### src/rtl/multdiv.sv
// Multi-cycle MULT/MULTU/DIV/DIVU unit for the Execute stage; drives ok (mult_ok) to stall Execute.
// Optional MULTDIV_DIVZERO_FAST_EN: divide by zero completes straight from IDLE to DONE.
module multdiv #(
  parameter int MUL_CYCLES = 2
) (
  input  logic        clk,
  input  logic        reset,
  input  logic        valid,
  input  logic [1:0]  op,
  input  logic [31:0] a,
  input  logic [31:0] b,
  input  logic        hold,
  input  logic        flush,
  output logic        ok,
  output logic [31:0] hi,
  output logic [31:0] lo
);

  // Handshake: valid is held while Execute stalls; the op is accepted in IDLE
  // when valid & ~flush, and ok=1 marks "result valid or nothing pending".
  typedef enum logic [1:0] {IDLE, MUL, DIV, DONE} state_t;

  state_t      state;
  logic [1:0]  op_q;
  logic [31:0] a_q, b_q;
  logic [31:0] rem_q, quo_q, dvs_q;
  logic [5:0]  cnt;

  logic        div_signed;
  logic [31:0] a_mag, b_mag;

  logic [1:0]         mul_op;
  logic [31:0]        mul_a, mul_b;
  logic signed [32:0] mul_a_ext, mul_b_ext;
  logic signed [65:0] prod_full;
  logic [63:0]        prod;

  logic [32:0] rem_sh, trial;
  logic [31:0] rem_nx, quo_nx;
  logic [31:0] q_fix, r_fix;

  always_comb begin
    div_signed = ~op[0];
    a_mag = (div_signed && a[31]) ? -a : a;
    b_mag = (div_signed && b[31]) ? -b : b;
  end

  // In IDLE the raw inputs feed the multiplier so a single-cycle multiply can finish at accept.
  always_comb begin
    mul_op    = (state == IDLE) ? op : op_q;
    mul_a     = (state == IDLE) ? a  : a_q;
    mul_b     = (state == IDLE) ? b  : b_q;
    mul_a_ext = {~mul_op[0] & mul_a[31], mul_a};
    mul_b_ext = {~mul_op[0] & mul_b[31], mul_b};
    prod_full = mul_a_ext * mul_b_ext;
    prod      = prod_full[63:0];
  end

  // One restoring step; bit 32 of the trial is the borrow.
  always_comb begin
    rem_sh = {rem_q, quo_q[31]};
    trial  = rem_sh - {1'b0, dvs_q};
    if (!trial[32]) begin
      rem_nx = trial[31:0];
      quo_nx = {quo_q[30:0], 1'b1};
    end else begin
      rem_nx = rem_sh[31:0];
      quo_nx = {quo_q[30:0], 1'b0};
    end
    q_fix = (~op_q[0] && (a_q[31] ^ b_q[31])) ? -quo_nx : quo_nx;
    r_fix = (~op_q[0] && a_q[31]) ? -rem_nx : rem_nx;
  end

  always_comb begin
    ok = 1'b1;
    case (state)
      IDLE:     ok = ~valid;
      MUL, DIV: ok = flush;
      DONE:     ok = 1'b1;
      default:  ok = 1'b1;
    endcase
  end

  always_ff @(posedge clk or posedge reset) begin
    if (reset) begin
      state <= IDLE;
      op_q  <= 2'b00;
      a_q   <= '0;
      b_q   <= '0;
      rem_q <= '0;
      quo_q <= '0;
      dvs_q <= '0;
      cnt   <= '0;
      hi    <= '0;
      lo    <= '0;
    end else if (flush) begin
      state <= IDLE;
      cnt   <= '0;
    end else begin
      case (state)
        IDLE: begin
          if (valid) begin
            op_q  <= op;
            a_q   <= a;
            b_q   <= b;
            rem_q <= '0;
            quo_q <= a_mag;
            dvs_q <= b_mag;
            cnt   <= '0;
            if (op[1]) begin
`ifdef MULTDIV_DIVZERO_FAST_EN
              if (b == 32'd0) begin
                hi    <= a;
                lo    <= 32'hFFFF_FFFF;
                state <= DONE;
              end else begin
                state <= DIV;
              end
`else
              state <= DIV;
`endif
            end else if (MUL_CYCLES == 1) begin
              hi    <= prod[63:32];
              lo    <= prod[31:0];
              state <= DONE;
            end else begin
              state <= MUL;
            end
          end
        end
        MUL: begin
          if (int'(cnt) == MUL_CYCLES - 2) begin
            hi    <= prod[63:32];
            lo    <= prod[31:0];
            cnt   <= '0;
            state <= DONE;
          end else begin
            cnt <= cnt + 6'd1;
          end
        end
        DIV: begin
          rem_q <= rem_nx;
          quo_q <= quo_nx;
          if (cnt == 6'd31) begin
            // Divide by zero bypasses the fix-up: quotient all ones, remainder is the dividend.
            if (b_q == 32'd0) begin
              hi <= a_q;
              lo <= 32'hFFFF_FFFF;
            end else begin
              hi <= r_fix;
              lo <= q_fix;
            end
            cnt   <= '0;
            state <= DONE;
          end else begin
            cnt <= cnt + 6'd1;
          end
        end
        DONE: begin
          if (!hold) state <= IDLE;
        end
        default: state <= IDLE;
      endcase
    end
  end

endmodule

### config.mk
export PLATFORM = sky130hd
export DESIGN_NAME = multdiv
export DESIGN_NICKNAME = d
export VERILOG_FILES = /design/src/rtl/multdiv.sv
export SDC_FILE = /design/constraint.sdc
export NUM_CORES = 2
export LEC_CHECK = 0
export CAP_MARGIN = 30
export CORE_ASPECT_RATIO = 1.75
export CORE_UTILIZATION = 67
export CTS_CLUSTER_SIZE = 30
export DETAILED_ROUTE_END_ITERATION = 16
export PLACE_DENSITY = 0.91
export SYNTH_ARGS = -nofsm -noshare
export SYNTH_HDL_FRONTEND = slang
export SYNTH_SLANG_ARGS = --single-unit
### constraint.sdc
create_clock -name clk -period 21.3 [get_ports clk]
set_input_delay 2.13 -clock clk [delete_from_list [all_inputs] [get_ports clk]]
set_output_delay 2.13 -clock clk [all_outputs]
set_load 0.05 [all_outputs]
==> flow_metrics.py <==
metrics = {
    "run_status": {
        "outcome": "completed",
    },
    "die": {
        "die_h_um": 376,
        "coreArea_um2": 78800,
        "start_util_pct": 68.0,
        "die_area_um2": 81100,
        "die_w_um": 216,
        "num_rows": 136,
        "io_pins": 136,
    },
    "placement": {
        "dpl.hpwl_um": 150000,
        "portBuffers": 135,
        "routabilityCongestion": 1.08,
        "post-place-ws_ps": 8170,
    },
    "global_route": {
        "grt_pass1_vias": 51200,
        "grt.total_usage_pct": 50.5,
        "antenna_found_initial": 14,
        "grt_start_max_net_pins": 113,
        "grt_pass1_wl_um": 299000,
        "overflow": 0,
    },
    "synth": {
        "synth_area_leader_cell": "fa_1",
        "syn_area_um2": 53600,
        "ys_seq_area_share_pct": 10.8,
        "syn_avg_cell_area_um2": 8.68,
        "async_flop_share_pct": 100,
        "synth_edf_count": 0,
        "syn-instance-count": 6169,
        "syn_nets": 7621,
        "yosys_most_used_dff": "dfrtp_1",
        "yosys_warnings": 0,
        "synthTopCellsByArea": "fa_1 (42%), dfrtp_1 (11%), inv_1 (8.3%), nand2_1 (8.0%), ha_1 (6.0%)",
        "synth-seq-cells": 232,
        "synth.top_cell.area_share_pct": 42.1,
        "synth_cell_types": 111,
    },
    "worst_hold_path": {
        "hold_class": "reg2reg",
    },
    "worst_setup_path": {
        "crit_path_end_kind": "register",
        "crit_top_cell": "fa_1",
        "worstPathArrival_ps": 13530,
        "path_buf_inv": 5,
        "crit_required_ps": 21790,
        "critical_path.top_delay_family": "adder cells",
        "crit_path_start_kind": "primary input",
        "timing_worst_setup_path_type": "in2reg",
        "critPathMaxStageDelay_ps": 1040,
        "crit_path_top_delay_cell": "fa_1",
        "cp_max_fo": 12,
    },
    "sta": {
        "setup_slack_ps": 8260,
        "finalSetupTns_ps": 0,
        "fmax_ghz": 0.0767,
        "finClkSkew_ps": 10.8,
        "period_share_pct": 61.2,
        "setup_viol": 0,
        "report.final.slew_viol_count": 0,
        "relSlewSlack_pct": 20.7,
        "finalCriticalPeriod_ps": 13040,
        "finalHoldViolations": 0,
        "tightest_slew_ps": 1170,
        "rsz0062_at_grt": "no",
    },
    "cts": {
        "post_cts.repair.setup_buffers": 0,
        "cts_made_buffers": 21,
        "hold_buffers": 0,
        "cts_tree": "built",
        "cts-resized-gates": 0,
        "clock_sink_count": 232,
        "clk_latency_ps": 550,
        "cts_buffer_depth": 3,
        "path_clk_slew_ps": 70,
        "cts_root_buffer": "clkbuf_16",
        "cts_max_level": 1,
    },
    "final_layout": {
        "area_growth_pct": 6.23,
        "drive_gt1_share_pct": 5.01,
        "final_nets": 7588,
    },
    "routing": {
        "drc": 0,
        "avgRoutedWirePerCell_um": 27.7,
        "vias": 47800,
        "wl_um": 199000,
        "viasPerCell": 6.64,
        "detail_route.first_pass.iterations": 10,
        "drt_iter0_markers": 6161,
        "antenna_left": 0,
    },
    "job": {
        "cap_violations": 0,
    },
}
synth_stat cells, types with 9 or more instances:
cell type  count
nor3b_1       10
or4_1          9
a31oi_1       25
a211oi_1      23
xnor2_1      107
mux2i_1       83
dfrtp_1      232
o31ai_1       22
buf_2          9
or3_1         20
nor4_1        27
clkbuf_1     261
nor3_1        48
nor2_1       537
o21ai_1       16
nand3b_1      10
nor2b_1       19
mux2_2        68
ha_1         255
xor2_1        91
o22ai_1       22
and2_1        24
inv_1       1181
nand4_1       17
o211ai_1      12
a21o_1        52
nand2b_1      28
o21ai_0      226
o41ai_1       11
buf_1         23
and3_1        28
o21a_1        15
fa_1        1126
nand2_1     1135
a21oi_1      179
nand3_1       29
o21bai_1      12
cells by family (layout without fill, tap and decap cells):
kind of cell / count (synthesis) / after routing / synth area share (%)
adder cells (fa/ha/maj): 1381 / 1381 / 48.0
AO/OA/AOI/OAI: 738 / 738 / 8.83
XOR/XNOR: 198 / 198 / 3.24
multiplexers: 151 / 151 / 2.98
buffers and inverters: 1488 / 1470 / 10.6
other: 0 / 5 / 0
flip-flops: 232 / 232 / 10.8
AND/OR/NAND/NOR: 1981 / 1981 / 15.5
registers in the layout, summed over array words and instances, names as in the netlist:
name,flops
lo,32
cnt,6
hi,32
dvs_q,31
a_q,32
rem_q,32
quo_q,32
b_q,32
state,2
op_q,1
worst reg2reg max path, delay by kind of cell, from the launching register on:
family	cells	cell delay, ps
muxes	1	880
adders and majority gates	10	5020
and+or+nand+nor	5	940
buffers and inverters	8	2540
DFF	1	400
AOI/OAI and AO/OA	8	2960
worst paths after layout:
kind / from / to / slack (ps) / cells after the start
setup / recovery: op[0] / hi[31]$_DFFE_PP0P_ / 8260 / 29
hold / removal: hi[14]$_DFFE_PP0P_ / hi[14]$_DFFE_PP0P_ / 480 / 2
setup reg to reg: state[0]$_DFFE_PP0P_ / hi[31]$_DFFE_PP0P_ / 8460 / 32
hold reg to reg: hi[14]$_DFFE_PP0P_ / hi[14]$_DFFE_PP0P_ / 480 / 2
max in group asynchronous: reset / hi[20]$_DFFE_PP0P_ / 18160 / 4
min in group asynchronous: reset / lo[6]$_DFFE_PP0P_ / 2060 / 2
per-stage QoR:
step	hold slack, ps	instances	util [%]	area (µm²)
after CTS	485	7172	72.0	56700
after global placement	462	7123	70.9	55800
after detailed placement	467	7134	71.1	56000
final	482	7191	72.2	56900
after global routing	512	7187	72.2	56900
after floorplan	450	6169	-	53600
cells in the final DEF, fill, tap and decap left out, types with 12 or more instances in the layout:
cell             Yosys  final
mux2_2              68     68
o21bai_1            12     12
o21a_1              15     15
a211oi_1            23     23
inv_1             1181   1180
or3_1               20     20
clkdlybuf4s50_1      0    135
o211ai_1            12     12
and3_1              28     27
o21ai_1             16     16
a21o_1              52     51
nand3_1             29     29
a21oi_1            179    179
nor2_1             537    534
o22ai_1             22     22
buf_4                4     95
dfrtp_1            232    232
clkbuf_16            0     21
and2_1              24     24
mux2i_2              0     20
nor3_1              48     47
nor2b_1             19     19
xor2_1              91     91
nor4_1              27     27
a31oi_1             25     25
fa_1              1126   1126
o31ai_1             22     22
nand2_1           1135   1135
nand2b_1            28     27
mux2i_1             83     61
o21ai_0            226    226
ha_1               255    253
nand4_1             17     17
xnor2_1            107    107
cell type report:
class                      count  area, µm²
sequential                   232       5810
multi-input combinational   4449      42300
fill                        5549      21900
clock buffer                  22        539
tap                         1035       1290
timing repair buffer         248       2380
clock inverter                16        169
antenna                        5       12.5
inverter                    1184       4450
per-layer routing:
| metal | part of all wire [%] | vias up | wire, µm | global-route usage (%) |
|---|---|---|---|---|
| li1 | - | 18800 | - | - |
| met5 | 0.040 | - | 80 | 0.242 |
| met4 | 13 | 12 | 25600 | 48.7 |
| met1 | 29 | 23200 | 57000 | 52.7 |
| met2 | 45 | 4029 | 90400 | 79.3 |
| met3 | 13 | 1739 | 25800 | 16.5 |
Power is left out: the tool's default activity adds up to more than one toggle a clock period on the data nets, which glitch-free logic cannot reach.
